--- src/rtl/dsp_pkg.sv ---
// Shared constants for the DSP48A1 MAC sequencer: operand/accumulator widths,
// OPMODE encodings and FSM state encoding.
package dsp_pkg;

    localparam int A_W  = 18;
    localparam int P_W  = 48;
    localparam int OP_W = 8;

    // X=M, Z=0 starts a frame; X=M, Z=P accumulates; X=0, Z=P holds P.
    localparam logic [OP_W-1:0] OPM_FIRST = 8'h01;
    localparam logic [OP_W-1:0] OPM_ACC   = 8'h09;
    localparam logic [OP_W-1:0] OPM_HOLD  = 8'h08;
    localparam int              OPM_PREADD_BIT = 4;

    localparam logic [0:0] ST_IDLE = 1'b0;
    localparam logic [0:0] ST_ACC  = 1'b1;

    function automatic logic [OP_W-1:0] tap_opmode(input logic first, input logic preadd);
        logic [OP_W-1:0] op;
        op = first ? OPM_FIRST : OPM_ACC;
        op[OPM_PREADD_BIT] = preadd;
        return op;
    endfunction

endpackage

--- src/rtl/dsp_rst_stretch.sv ---
// dsp_rst_stretch: asserts the slice reset asynchronously with rst_n and
// releases it synchronously RST_HOLD cycles after rst_n deasserts.
module dsp_rst_stretch #(
    parameter int RST_HOLD = 2
) (
    input  logic clk,
    input  logic rst_n,
    output logic dsp_rst
);

    localparam int CNT_W = (RST_HOLD < 1) ? 1 : $clog2(RST_HOLD + 1);

    logic [CNT_W-1:0] hold_cnt;

    always_ff @(posedge clk or negedge rst_n) begin
        if (!rst_n) begin
            hold_cnt <= CNT_W'(RST_HOLD);
            dsp_rst  <= 1'b1;
        end else begin
            if (hold_cnt != '0) begin
                hold_cnt <= hold_cnt - CNT_W'(1);
            end
            // Registered so the slice reset drops exactly when the count expires.
            dsp_rst <= (hold_cnt > CNT_W'(1));
        end
    end

endmodule

--- src/rtl/dsp_mac_seq.sv ---
// dsp_mac_seq: valid/ready front end that runs N_TAPS-long MAC frames on a DSP48A1
// slice and returns each frame sum on a one-entry result port. Pre-adder: DSP_MAC_PREADD_EN.
//
//  state    | meaning
//  ST_IDLE  | waiting for the first tap of a frame (tap_cnt == 0)
//  ST_ACC   | mid-frame, accumulating products onto P
module dsp_mac_seq
    import dsp_pkg::*;
#(
    parameter int N_TAPS   = 8,
    parameter int PIPE_LAT = 3,
    parameter int RST_HOLD = 2
) (
    input  logic            clk,
    input  logic            rst_n,
    input  logic            s_valid,
    output logic            s_ready,
    input  logic [A_W-1:0]  s_a,
    input  logic [A_W-1:0]  s_b,
    input  logic [A_W-1:0]  s_d,
    output logic [A_W-1:0]  dsp_a,
    output logic [A_W-1:0]  dsp_b,
    output logic [A_W-1:0]  dsp_d,
    output logic [P_W-1:0]  dsp_c,
    output logic [OP_W-1:0] dsp_opmode,
    output logic            dsp_carryin,
    output logic            dsp_ce,
    output logic            dsp_rst,
    input  logic [P_W-1:0]  dsp_p,
    output logic            r_valid,
    input  logic            r_ready,
    output logic [P_W-1:0]  r_data
);

    localparam int              TAP_W    = (N_TAPS > 1) ? $clog2(N_TAPS) : 1;
    localparam logic [TAP_W-1:0] LAST_TAP = TAP_W'(N_TAPS - 1);

`ifdef DSP_MAC_PREADD_EN
    localparam logic PREADD = 1'b1;
`else
    localparam logic PREADD = 1'b0;
    logic unused_s_d;
    assign unused_s_d = ^s_d;
`endif

    logic [0:0]       state;
    logic [TAP_W-1:0] tap_cnt;
    logic [PIPE_LAT:0] mk_pipe;
    logic             snap_vld;
    logic [P_W-1:0]   p_snap;
    logic             last_tap;
    logic             in_flight;
    logic             accept;

    dsp_rst_stretch #(
        .RST_HOLD (RST_HOLD)
    ) u_rst_stretch (
        .clk     (clk),
        .rst_n   (rst_n),
        .dsp_rst (dsp_rst)
    );

    assign dsp_c       = '0;
    assign dsp_carryin = 1'b0;

    assign last_tap  = (tap_cnt == LAST_TAP);
    assign in_flight = (|mk_pipe) || snap_vld;

    // The last tap waits until the result slot and the marker pipe are both empty,
    // so every capture lands in an empty slot.
    assign s_ready = !dsp_rst && !(last_tap && (r_valid || in_flight));
    assign accept  = s_valid && s_ready;

    always_ff @(posedge clk or negedge rst_n) begin
        if (!rst_n) begin
            state   <= ST_IDLE;
            tap_cnt <= '0;
        end else if (accept) begin
            if (last_tap) begin
                state   <= ST_IDLE;
                tap_cnt <= '0;
            end else begin
                state   <= ST_ACC;
                tap_cnt <= tap_cnt + TAP_W'(1);
            end
        end
    end

    always_ff @(posedge clk or negedge rst_n) begin
        if (!rst_n) begin
            dsp_a      <= '0;
            dsp_b      <= '0;
            dsp_d      <= '0;
            dsp_opmode <= OPM_HOLD;
            dsp_ce     <= 1'b0;
        end else begin
            dsp_ce <= 1'b1;
            if (accept) begin
                dsp_a      <= s_a;
                dsp_b      <= s_b;
`ifdef DSP_MAC_PREADD_EN
                dsp_d      <= s_d;
`else
                dsp_d      <= '0;
`endif
                dsp_opmode <= tap_opmode(state == ST_IDLE, PREADD);
            end else begin
                dsp_opmode <= OPM_HOLD;
            end
        end
    end

    // Marker reaches the top stage once the last product has settled in P;
    // P is snapshotted on the next edge and presented one edge later.
    always_ff @(posedge clk or negedge rst_n) begin
        if (!rst_n) begin
            mk_pipe  <= '0;
            snap_vld <= 1'b0;
            p_snap   <= '0;
        end else begin
            mk_pipe  <= {mk_pipe[PIPE_LAT-1:0], accept && last_tap};
            snap_vld <= mk_pipe[PIPE_LAT];
            if (mk_pipe[PIPE_LAT]) begin
                p_snap <= dsp_p;
            end
        end
    end

    always_ff @(posedge clk or negedge rst_n) begin
        if (!rst_n) begin
            r_valid <= 1'b0;
            r_data  <= '0;
        end else if (snap_vld) begin
            r_valid <= 1'b1;
            r_data  <= p_snap;
        end else if (r_ready) begin
            r_valid <= 1'b0;
        end
    end

endmodule

--- config.mk ---
export PLATFORM = sky130hd
export DESIGN_NAME = dsp_mac_seq
export DESIGN_NICKNAME = d
export VERILOG_FILES = /design/src/rtl/dsp_pkg.sv /design/src/rtl/dsp_rst_stretch.sv /design/src/rtl/dsp_mac_seq.sv
export SDC_FILE = /design/constraint.sdc
export NUM_CORES = 1
export LEC_CHECK = 0
export BUFFER_PORTS_ARGS = -buffer_cell sky130_fd_sc_hd__buf_2
export CAP_MARGIN = 20
export CELL_PAD_IN_SITES_DETAIL_PLACEMENT = 1
export CELL_PAD_IN_SITES_GLOBAL_PLACEMENT = 1
export CORE_UTILIZATION = 34
export CTS_CLUSTER_SIZE = 25
export DETAILED_ROUTE_END_ITERATION = 6
export PLACE_DENSITY_LB_ADDON = 0.1
export REMOVE_ABC_BUFFERS = 1
export SLEW_MARGIN = 20
export SYNTH_ARGS = -nofsm -noshare
export SYNTH_HDL_FRONTEND = slang
export SYNTH_SLANG_ARGS = --single-unit
--- constraint.sdc ---
create_clock -name clk -period 1.67 [get_ports clk]
set_input_delay 0.2505 -clock clk [delete_from_list [all_inputs] [get_ports clk]]
set_output_delay 0.2505 -clock clk [all_outputs]
set_load 0.005 [all_outputs]
# After elaboration in Yosys (flattened, before gate mapping)
# Index checks and enable logic that the tools add are counted.
totals:
  inputBits: 106
  out_inout_bits: 163
  mem_bits_ro: 0
  register_bits: 154
  latchBits: 0
  ram_bits: 0
  n_memories: 0
  wordCells: 34
op_classes:
  bitwise_logic: 0
  n_reduce_logical: 11
  muxes: 6
  eq_ne: 1
  n_lt_le_gt_ge: 1
  addsub: 2
  n_div: 0
  n_shift: 0
  multipliers: 0
op_table:
  columns: ["cell", "n"]
  rows:
  - ["2-to-1 mux 4 bit", 2]
  - ["logical AND 1 bit", 4]
  - ["nonzero test 2 bit", 2]
  - ["OR reduction 4 bit", 1]
  - ["adder 3 x 1 -> 3 bit, second input constant", 1]
  - ["equality test 3 bit, second input constant", 1]
  - ["2-to-1 mux 1 bit", 3]
  - ["2-to-1 mux 3 bit", 1]
  - ["> comparator 2 x 1 -> 1 bit, second input constant", 1]
  - ["logical NOT 1 bit", 2]
  - ["logical OR 1 bit", 2]
  - ["subtractor 2 x 1 -> 2 bit, second input constant", 1]

# Depth between registers and ports, before layout
# Gate-level depths: netlist of run 1.
logic_depth:
  depth_word: 8
  mapped_depth: 6
  mapped_depth_nobuf: 5

# Cells and area by module
# Synthesis of run 1 repeated with hierarchy kept, for this count alone.
hier_totals:
  hier_cells: 398
  area_unflattened_um2: 6207.2
by_module_without_submodules:
  columns: ["module", "area_per_inst_um2", "cells_per_inst", "n_inst", "seq_area_each_um2"]
  rows:
  - ["dsp_mac_seq", 6075.8, 387, 1, 3629.7]
  - ["dsp_rst_stretch", 131.4, 11, 1, 77.6]

# Least setup slack after synthesis of run 1
# OpenSTA, ideal clock, no wires.
synth_path:
  kind: "reg2reg"
  startpoint: "register tap_cnt[0]"
  endpoint: "register dsp_a[0]"
  slack_ns: -0.177
  n_path_buf: 1
  stages_incl_launch_ff: 7
  required_ns: 1.545
  setup_time_ns: 0.125
  arrival_time_ns: 1.722
  period_less_slack_ns: 1.847
  path_cell_list: "dfrtp_1 > ha_1 > ha_1 > nor3b_1 > a31oi_4 > buf_6 > mux2_4"
synth_via:
  elab_chain_cells: 5
synth_lines:
  columns: ["element", "line_no", "text"]
  rows:
  - ["start, declared", "dsp_mac_seq.sv:47", "logic [TAP_W-1:0] tap_cnt;"]
  - ["start signal, assigned", "dsp_mac_seq.sv:84", "tap_cnt <= tap_cnt + TAP_W'(1);"]
  - ["equality test 3 bit", "dsp_mac_seq.sv:66", "assign last_tap = (tap_cnt == LAST_TAP);"]
  - ["logical AND 1 bit", "dsp_mac_seq.sv:71", "assign s_ready = !dsp_rst && !(last_tap && (r_valid || in_flight));"]
  - ["logical NOT 1 bit", "dsp_mac_seq.sv:71", null]
  - ["logical AND 1 bit", "dsp_mac_seq.sv:71", null]
  - ["logical AND 1 bit", "dsp_mac_seq.sv:72", "assign accept = s_valid && s_ready;"]
  - ["end signal, assigned", "dsp_mac_seq.sv:91", "dsp_a <= '0;"]
  - ["end signal, assigned", "dsp_mac_seq.sv:99", "dsp_a <= s_a;"]
  - ["end, declared", "dsp_mac_seq.sv:21", "output logic [A_W-1:0] dsp_a,"]
# Every way passes these cells.
# A chain may end at the register's enable or synchronous reset.

# Final worst setup path of run 1
layout_path:
  startpoint: "register tap_cnt[0]"
  endpoint: "register dsp_b[4]"
layout_via:
  elab_chain_cells: 5
layout_lines:
  columns: ["element", "line_no", "text"]
  rows:
  - ["equality test 3 bit", "dsp_mac_seq.sv:66", null]
  - ["logical AND 1 bit", "dsp_mac_seq.sv:71", null]
  - ["logical NOT 1 bit", "dsp_mac_seq.sv:71", null]
  - ["logical AND 1 bit", "dsp_mac_seq.sv:71", null]
  - ["logical AND 1 bit", "dsp_mac_seq.sv:72", null]
  - ["end signal, assigned", "dsp_mac_seq.sv:92", "dsp_b <= '0;"]
  - ["end signal, assigned", "dsp_mac_seq.sv:100", "dsp_b <= s_b;"]
  - ["end, declared", "dsp_mac_seq.sv:22", "output logic [A_W-1:0] dsp_b,"]
# Every way passes these cells.

==> results of run 1 <==
-- layer usage --
metal  track usage, %  up-vias
met5                0        -
met4             6.23        2
met3             6.37       17
met2             23.0      151
met1             16.2     1801
li1                 -     1614
-- cell type report --
type                            count  area share, %
Timing Repair Buffer              204           15.2
Multi-Input combinational cell    228           27.2
Clock inverter                      5          0.317
Sequential cell                   148           47.1
Tap cell                          229           3.63
Clock buffer                       26           6.33
Inverter                            5          0.238
-- report_power, final --
group,internal (mW),switching [mW],total [mW]
registers,5.10,0.743,5.84
clock network,2.03,1.35,3.38
logic,2.67,1.57,4.24
-- through the flow --
stage / power (mW) / instance area [um2] / setup slack (ps) / hold WS [ps]
floorplan: 8.17 / 5830 / -1610 / -45.1
global placement: 9.70 / 7220 / -151 / 229
detailed placement: 9.94 / 7220 / -191 / 235
CTS: 13.6 / 7850 / -198 / 40.0
global route: 14.4 / 7880 / -262 / 42.1
finish: 13.5 / 7880 / -153 / 59.9
-- worst min-delay path by stage --
stage | end | depth (start not counted)
6_report | dsp_a[5] | 2
5_1_grt | dsp_b[8] | 2
4_1_cts | dsp_b[5] | 2
3_5_place_dp | r_data[45] | 1
3_3_place_gp | r_data[17] | 1
2_1_floorplan | dsp_a[0] | 0
-- flip-flops by register name (all words and copies together) (netlist names) --
name,flops
dsp_opmode,2
tap_cnt,3
dsp_a,18
p_snap,48
dsp_b,18
r_data,48
snap_vld,1
mk_pipe,4
dsp_ce,1
state,1
r_valid,1
u_rst_stretch.hold_cnt,2
u_rst_stretch.dsp_rst,1
-- logic make-up (layout without fill, tap and decap cells) --
family	count (synthesis)	in the layout
DFF	148	148
adders and majority gates	4	4
buffers and inverters	93	240
xor gates and xnor gates	1	1
AOI/OAI and AO/OA	4	4
and+or+nand+nor	9	9
muxes	136	136
other	2	74
-- what timing repair did --
item	CTS	global route
cloned	1	1
hold buffers	1	0
buffers inserted	4	3
endpoints found under the setup margin	40	41
pin swaps	1	3
resized for setup	11	4
hold endpoints to repair	38	0
-- cell usage in the layout (no fill, tap or decap) --
cell,n
a21o_1,2
a21oi_2,1
a31oi_4,1
buf_12,5
buf_2,176
buf_4,15
buf_6,6
clkbuf_1,5
clkbuf_16,18
clkbuf_8,4
clkinv_2,5
conb_1,74
dfrtp_1,143
dfrtp_2,2
dfstp_2,3
dlygate4sd3_1,1
ha_1,2
ha_2,1
ha_4,1
inv_1,5
mux2_2,96
mux2_4,39
mux2i_1,1
nand3_1,1
nor2_1,4
nor2b_1,1
nor3b_4,1
nor4_4,1
or2_4,1
xnor2_1,1
==> results.toml, run 1 <==
[status]
status = "finished with violations"
failed_checks = "negative setup slack"

[drt]
via_per_inst = 4.24
detail_route.wl_per_cell_um = 15.0
via_count = 3585
drt-initial-drc-count = 86
final_antenna_net_count = 0
drcViolationCount = 0
met2WireLength_um = 6240
routed-wl-met3_um = 1210
top_layer_used = "met5"
wl_met1_um = 4970
drt-total-wl_um = 12700
drt_pre_antenna_iters = 3

[placed_design]
place.gp.congestion = 0.673
port_buffers = 177
dp_hpwl_um = 8830
dp_cells = 806

[finish]
drive_above_1_share_pct = 61.0
multi_input_area_um2 = 2150
syn2layout_area_growth_pct = 27.0
fin_nets = 714
insertedDiodeCount = 0
fin_cells = 845
final_util_pct = 44.0
fillers = 1898
seq_area_um2 = 3710

[power]
ir_drop_v = 0.000685
leakagePower_nw = 4.04
powerDensity_nw_per_um2 = 1710

[setup_path]
rr_worst_depth = 6
endpoint_kind = "flop"
rr_endpoint = "dsp_b[4]"
rrSetupSlack_ps = -150
cp_slowest_cell = "a31oi_4"
worst-path-buf-inv = 1
path_cells = "ha_2, ha_4, nor3b_4, a31oi_4, clkbuf_16, mux2_4"
worstPathRequired_ps = 1970
cp.arrival_ps = 2120
crit_family = "compound AO/OA/AOI/OAI gates"
crit_start = "tap_cnt[0]"
endpoint = "dsp_b[4]"
cp.depth = 6
worst-path-max-fanout = 7
slowest_delay_ps = 380
regToRegStartpoint = "tap_cnt[0]"
path_class = "reg2reg"
cp-start-kind = "flop"

[global_routing]
grt_pass1_wl_um = 19900
grt_max_degree = 50
antenna_found_initial = 1
grt.overflow.total = 0
grt_pass1_vias = 3912
grt_usage_pct = 14.3

[hold_path]
min_path_type = "in2reg"
hold_start = "s_a[5]"

[synth]
ys_seq_elements = 148
synth_edf_count = 0
synth_seq_area_share_pct = 59.7
yosys.area.top_type = "dfrtp_1"
synth_top_flop_cell = "dfrtp_1"
synth_top_family_by_area = "multiplexers"
synth_area_leaders = "dfrtp_1 (58%), mux2_2 (18%), mux2_4 (8.9%), buf_4 (8.8%), dfstp_2 (1.3%)"
syn_avg_cell_area_um2 = 15.6
synth_adder_area_share_pct = 0.806
yosysWarnings = 0
yosys-top-cells-count = "dfrtp_1 (145), mux2_2 (98), buf_4 (73)"
syn_inst = 397
synth_mux_area_share_pct = 26.9
synth_xor_area_share_pct = 0.141
async_reset_ff_share_pct = 100
syn-cell-area_um2 = 6210
synth_most_common_cell = "dfrtp_1"
yosys.area_share.simple_pct = 0.988
synth_cell_types = 22
synth_compound_area_share_pct = 0.665
synth.top_cell.area_share_pct = 58.4

[clocking]
cts-root-buf = "clkbuf_16"
h-tree-depth = 4
cts_buffer_depth = 2
cts_sinks = 148
clock_latency_ps = 420
clkTransAtPathRegs_ps = 60
cts_made_buffers = 17
cts_tree = "done"

[timing]
setup_ws_ps = -153
max-slew-margin-rel_pct = 52.9
fin_crit_ps = 1820
clock_skew_ps = 5.64
fin_setup_tns_ps = -4740
maxSlewViolCount = 0
worst_slew_pin_slew_ps = 706
fmax_mhz = 549
rsz0062_at_grt = "yes"
setup_violations = 40
hold_viol = 0
fin_crit_sh_pct = 109

[floorplan]
initial_core_util_pct = 34.7
rows = 49
io_pins = 269
dieArea_um2 = 18800
die_x_um = 137
core_area_um2 = 17900
die_h_um = 137

[flow_run]
max_cap_viol_count = 0
No activity file was read; power rests on OpenSTA's default activity.
==> inputs of run 2 (changes only) <==
- CAP_MARGIN: 20 -> default
- CORE_UTILIZATION: 34 -> 37
- REMOVE_ABC_BUFFERS: 1 -> default
- clock period: 1.67 -> 1.9 ns (I/O delays scaled with it)
==> run 2 against run 1 <==
  * The run now ends clean
  * Critical path depth decreased by 2
  * Final cell count decreased by 3.3%
  * Clock-buffer cell count is 7 lower
  * Sequential power shrank 12%
  * Setup slack better by 210 ps
  * Via count is 1.1% lower
  * Clock power up 11%
  * Routed wire length is 1.5% lower
  * Sequential cell count did not move
  * Critical endpoint is now s_ready
  * Largest cell class unchanged
  * Highest routed layer is now met4
==> results.toml, run 2 (synthesis gave the netlist of run 1 again) <==
[global_routing]
grt_pass1_wl_um = 20900
antenna_found_initial = 0
grt.overflow.total = 0
grt_max_degree = 67
grt_pass1_vias = 3901
grt_usage_pct = 15.7

[floorplan]
dieArea_um2 = 17300
io_pins = 269
die_x_um = 132
rows = 46
core_area_um2 = 16100
die_h_um = 132
initial_core_util_pct = 38.5

[setup_path]
path_class = "reg2out"
slowest_delay_ps = 420
cp-start-kind = "flop"
rr_worst_depth = 7
endpoint_kind = "primary output"
cp_slowest_cell = "dfrtp_2"
path_cells = "nor4_4, a21oi_2, nor2_1, buf_2"
worst-path-max-fanout = 3
cp.arrival_ps = 1560
worstPathRequired_ps = 1620

[timing]
max-slew-margin-rel_pct = 54.5
clock_skew_ps = 8.24
hold_viol = 0
fmax_mhz = 542
maxSlewViolCount = 0
fin_crit_sh_pct = 97.1
rsz0062_at_grt = "yes"
fin_crit_ps = 1840
setup_violations = 0
worst_slew_pin_slew_ps = 682
setup_ws_ps = 55.2

[finish]
fillers = 1694
insertedDiodeCount = 0
postLayoutCellArea_um2 = 7840
final_common_cell = "buf_2"
fin_nets = 698
final_cell_mix = "buf_2 (176), dfrtp_1 (143), mux2_2 (98), conb_1 (74), mux2_4 (37)"
largestRegisters = "p_snap: 48 flops, r_data: 48 flops"
drive_above_1_share_pct = 60.9
syn2layout_area_growth_pct = 26.3

[hold_path]
min_path_cells = 2
min_path_type = "in2reg"

[clocking]
h-tree-depth = 4
cts_buffer_depth = 2
cts_sinks = 148
cts_made_buffers = 17
clock_latency_ps = 420
clkTransAtPathRegs_ps = 60
cts_tree = "done"
cts-root-buf = "clkbuf_16"

[drt]
drcViolationCount = 0
drt_pre_antenna_iters = 2
via_count = 3544
detail_route.wl_per_cell_um = 15.3
drt-initial-drc-count = 84
final_antenna_net_count = 0
drt-total-wl_um = 12500
via_per_inst = 4.34

[power]
leakagePower_nw = 3.99
ir_drop_v = 0.000683
powerDensity_nw_per_um2 = 1580

[placed_design]
port_buffers = 177
place.gp.congestion = 0.704
pre_cts_slack_ps = 21.4
dp_hpwl_um = 8730
dpl_cell_area_um2 = 7110

[status]
status = "completed"

[flow_run]
max_cap_viol_count = 0
## run 2: metal layers
metal  global-route usage (%)  vias to the layer above  part of all wire, %
met5                        0                        -                    0
met4                     7.62                        0                  2.5
met3                     4.17                       20                  5.3
met2                     26.9                      146                   53
met1                     18.0                     1793                   40
li1                         -                     1585                    -
## run 2: area by class of cell
class	instances	area, um2	share of cell area [%]
Clock inverter	13	230	2.94
Tap cell	216	270	3.45
Multi-Input combinational cell	228	2140	27.3
Clock buffer	19	443	5.65
Sequential cell	148	3710	47.3
Timing Repair Buffer	188	1030	13.1
Inverter	5	18.8	0.239
## run 2: power breakdown
| group | switching, mW | leakage (nW) | total [mW] | internal, mW |
|---|---|---|---|---|
| Sequential | 0.647 | 1.82 | 5.12 | 4.48 |
| Combinational | 1.33 | 1.85 | 3.49 | 2.17 |
| Clock | 1.27 | 0.319 | 3.76 | 2.49 |
| Total | 3.24 | 3.99 | 12.4 | 9.14 |
## run 2: what timing repair did
item | CTS | global route
hold buffers | 1 | 0
buffers inserted | 0 | 2
endpoints found under the hold margin | 36 | 0
endpoints found under the setup margin | 0 | 39
gates resized for setup | 0 | 7
## run 2: worst paths after layout
path	from	slack (ps)	endpoint
setup / recovery	mk_pipe[3]	60	s_ready
hold / removal	dsp_p[38]	90	p_snap[38]
setup reg to reg	tap_cnt[0]	80	dsp_b[7]
hold reg to reg	mk_pipe[1]	430	mk_pipe[2]
max in group asynchronous	rst_n	830	p_snap[23]
min in group asynchronous	rst_n	360	p_snap[30]
## run 2: worst max-delay path: cells and delay by family, from the launching register on
family	cells	cell delay, ps
flip-flops	1	420
AND/OR/NAND/NOR	2	500
AO/OA/AOI/OAI	1	90
buffers and inverters	1	130
## run 2: stage by stage
step / hold WS (ps) / setup TNS (ps) / total power [mW] / util (%) / cells
after floorplan: -10.6 / 0 / 7.34 / - / 469
after global placement: 224 / 0 / 8.48 / 44.1 / 782
after detailed placement: 232 / 0 / 8.67 / 44.1 / 782
after CTS: 69.8 / 0 / 12.5 / 48.4 / 815
after global routing: 73.1 / -53.9 / 13.2 / 48.7 / 817
final: 93.6 / 0 / 12.4 / 48.7 / 817
==> inputs of run 3 (changes only) <==
- clock period: 1.9 -> 1.8 ns (I/O delays scaled with it)
==> run 3 against run 2 <==
  * Critical endpoint is now dsp_b[4]
  * Clock-buffer cell count increased by 3
  * Sequential share of layout area increased by 0.30 points
  * Critical path depth increased by 2
  * Critical path type is now reg2reg
  * Setup slack got worse by 40 ps
  * Sequential cell count unchanged
  * Combinational power increased by 8.6%
  * Clock skew about the same
  * Final area decreased by 0.64%
  * Sequential power increased by 5.1%
  * Die area unchanged
  * Routed wire length increased by 0.47%
  * Via count increased by 0.40%
==> results.toml, run 3 (synthesis gave the netlist of run 1 again) <==
[clocking]
h-tree-depth = 4
cts_sinks = 148
clock_latency_ps = 410
cts_buffer_depth = 2
cts_made_buffers = 17
cts_tree = "done"
cts-root-buf = "clkbuf_16"
clkTransAtPathRegs_ps = 60

[setup_path]
rr_endpoint = "dsp_b[4]"
rrSetupSlack_ps = 20
endpoint = "dsp_b[4]"
rr_worst_depth = 6
crit_start = "tap_cnt[0]"
endpoint_kind = "flop"
cp.arrival_ps = 2080
worst-path-max-fanout = 11
cp-start-kind = "flop"
worstPathRequired_ps = 2100
regToRegStartpoint = "tap_cnt[0]"
path_class = "reg2reg"

[timing]
rsz0062_at_grt = "yes"
fmax_mhz = 560
fin_setup_tns_ps = 0
setup_ws_ps = 15.0
clock_skew_ps = 7.77
worst_slew_pin_slew_ps = 698
setup_violations = 0
timing.hold.ws_ps = 84.5
max-slew-margin-rel_pct = 53.5
fin_crit_sh_pct = 99.2
maxSlewViolCount = 0
fin_crit_ps = 1780
hold_viol = 0

[global_routing]
grt_max_degree = 50
antenna_found_initial = 0
grt.overflow.total = 0
grt_pass1_wl_um = 21100
grt_usage_pct = 15.5
grt_util_met1_pct = 18.6
use_met2_pct = 26.9
grt.busiest_layer = "met2"
grt_pass1_vias = 3945
use_met3_pct = 4.48

[drt]
detail_route.wl_per_cell_um = 15.2
drt-initial-drc-count = 89
via_per_inst = 4.32
final_antenna_net_count = 0
via_count = 3558
drt-total-wl_um = 12500
drt_pre_antenna_iters = 3
drcViolationCount = 0

[floorplan]
die_x_um = 132
io_pins = 269
core_area_um2 = 16100
rows = 46
initial_core_util_pct = 38.5
dieArea_um2 = 17300
die_h_um = 132

[power]
clkPwrFrac_pct = 26.9
p_comb_share_pct = 30.2
p_int_mw = 9.10
ir_drop_v = 0.000645
p_switching_mw = 3.45
power_frac_seq_pct = 42.9
switching_share_pct = 27.5
powerDensity_nw_per_um2 = 1610
leakagePower_nw = 3.97

[finish]
insertedDiodeCount = 0
fin_cells = 823
final_common_cell = "buf_2"
final_cell_mix = "buf_2 (176), dfrtp_1 (143), mux2_2 (98), conb_1 (74), mux2_4 (37)"
fin_nets = 704
largestRegisters = "p_snap: 48 flops, r_data: 48 flops"
drive_above_1_share_pct = 61.1
syn2layout_area_growth_pct = 25.5

[placed_design]
port_buffers = 177
dp_hpwl_um = 8640
place.gp.congestion = 0.714
pre_cts_slack_ps = -93.4
dp_cells = 786

[hold_path]
min_path_type = "in2reg"

[status]
status = "completed"

[flow_run]
max_cap_viol_count = 0
run 3: cell types whose count changed in the layout (fill, tap and decap cells not counted), moves of 2 or more:
cell / before / now
buf_4: 6 / 11
bufinv_16: 6 / 1
clkbuf_8: 1 / 3
clkinvlp_4: 3 / 5
inv_6: 0 / 2
run 3: layer usage:
layer / vias to the layer above / share of wire, %
met3: 10 / 5.5
li1: 1591 / -
met5: - / 0
met4: 0 / 1.1
met1: 1820 / 42
met2: 137 / 52
run 3: critical path, cell delays in order (launching register included):
cell       delay, ps
dfrtp_1          390
ha_2             210
ha_4             170
nor3b_4          250
a31oi_4          110
clkbuf_16        240
mux2_4           300
run 3: stage by stage:
stage          utilization, %  area [um2]  power, mW
4_1_cts                  48.1        7740       12.7
5_1_grt                  48.3        7790       13.4
3_5_place_dp             44.3        7130       9.17
3_3_place_gp             44.3        7130       8.96
2_1_floorplan               -        6480       7.75
6_report                 48.3        7790       12.5
run 3: worst min path at each step:
stage / end / cells after the start / startpoint / slack, ps
floorplan: dsp_a[0] / 0 / rst_n / -30
global placement: r_data[32] / 1 / rst_n / 220
detailed placement: p_snap[32] / 1 / rst_n / 230
CTS: dsp_b[8] / 2 / s_b[8] / 70
global route: dsp_a[15] / 2 / s_a[15] / 60
finish: dsp_a[15] / 2 / s_a[15] / 80
run 3: repair_timing:
item	in CTS	in global routing
hold buffers	1	0
resized for setup	5	2
gates cloned	0	1
setup buffers	1	2
endpoints found under the hold margin	41	0
endpoints found under the setup margin	38	36
pin swaps	2	2
run 3: area by class of cell:
| type | count | area (um2) |
|---|---|---|
| Fill cell | 1701 | 8320 |
| Sequential cell | 148 | 3710 |
| Multi-Input combinational cell | 228 | 2140 |
| Timing Repair Buffer | 194 | 1080 |
| Clock buffer | 22 | 474 |
| Tap cell | 216 | 270 |
| Clock inverter | 10 | 98.8 |
| Inverter | 5 | 18.8 |
run 3: power groups by stage:
stage / clock network, mW / registers [mW] / logic, mW
floorplan: 0 / 5.41 / 2.34
CTS: 3.50 / 5.41 / 3.79
global placement: 0 / 5.35 / 3.61
global route: 3.62 / 5.61 / 4.15
detailed placement: 0 / 5.44 / 3.73
finish: 3.38 / 5.38 / 3.79
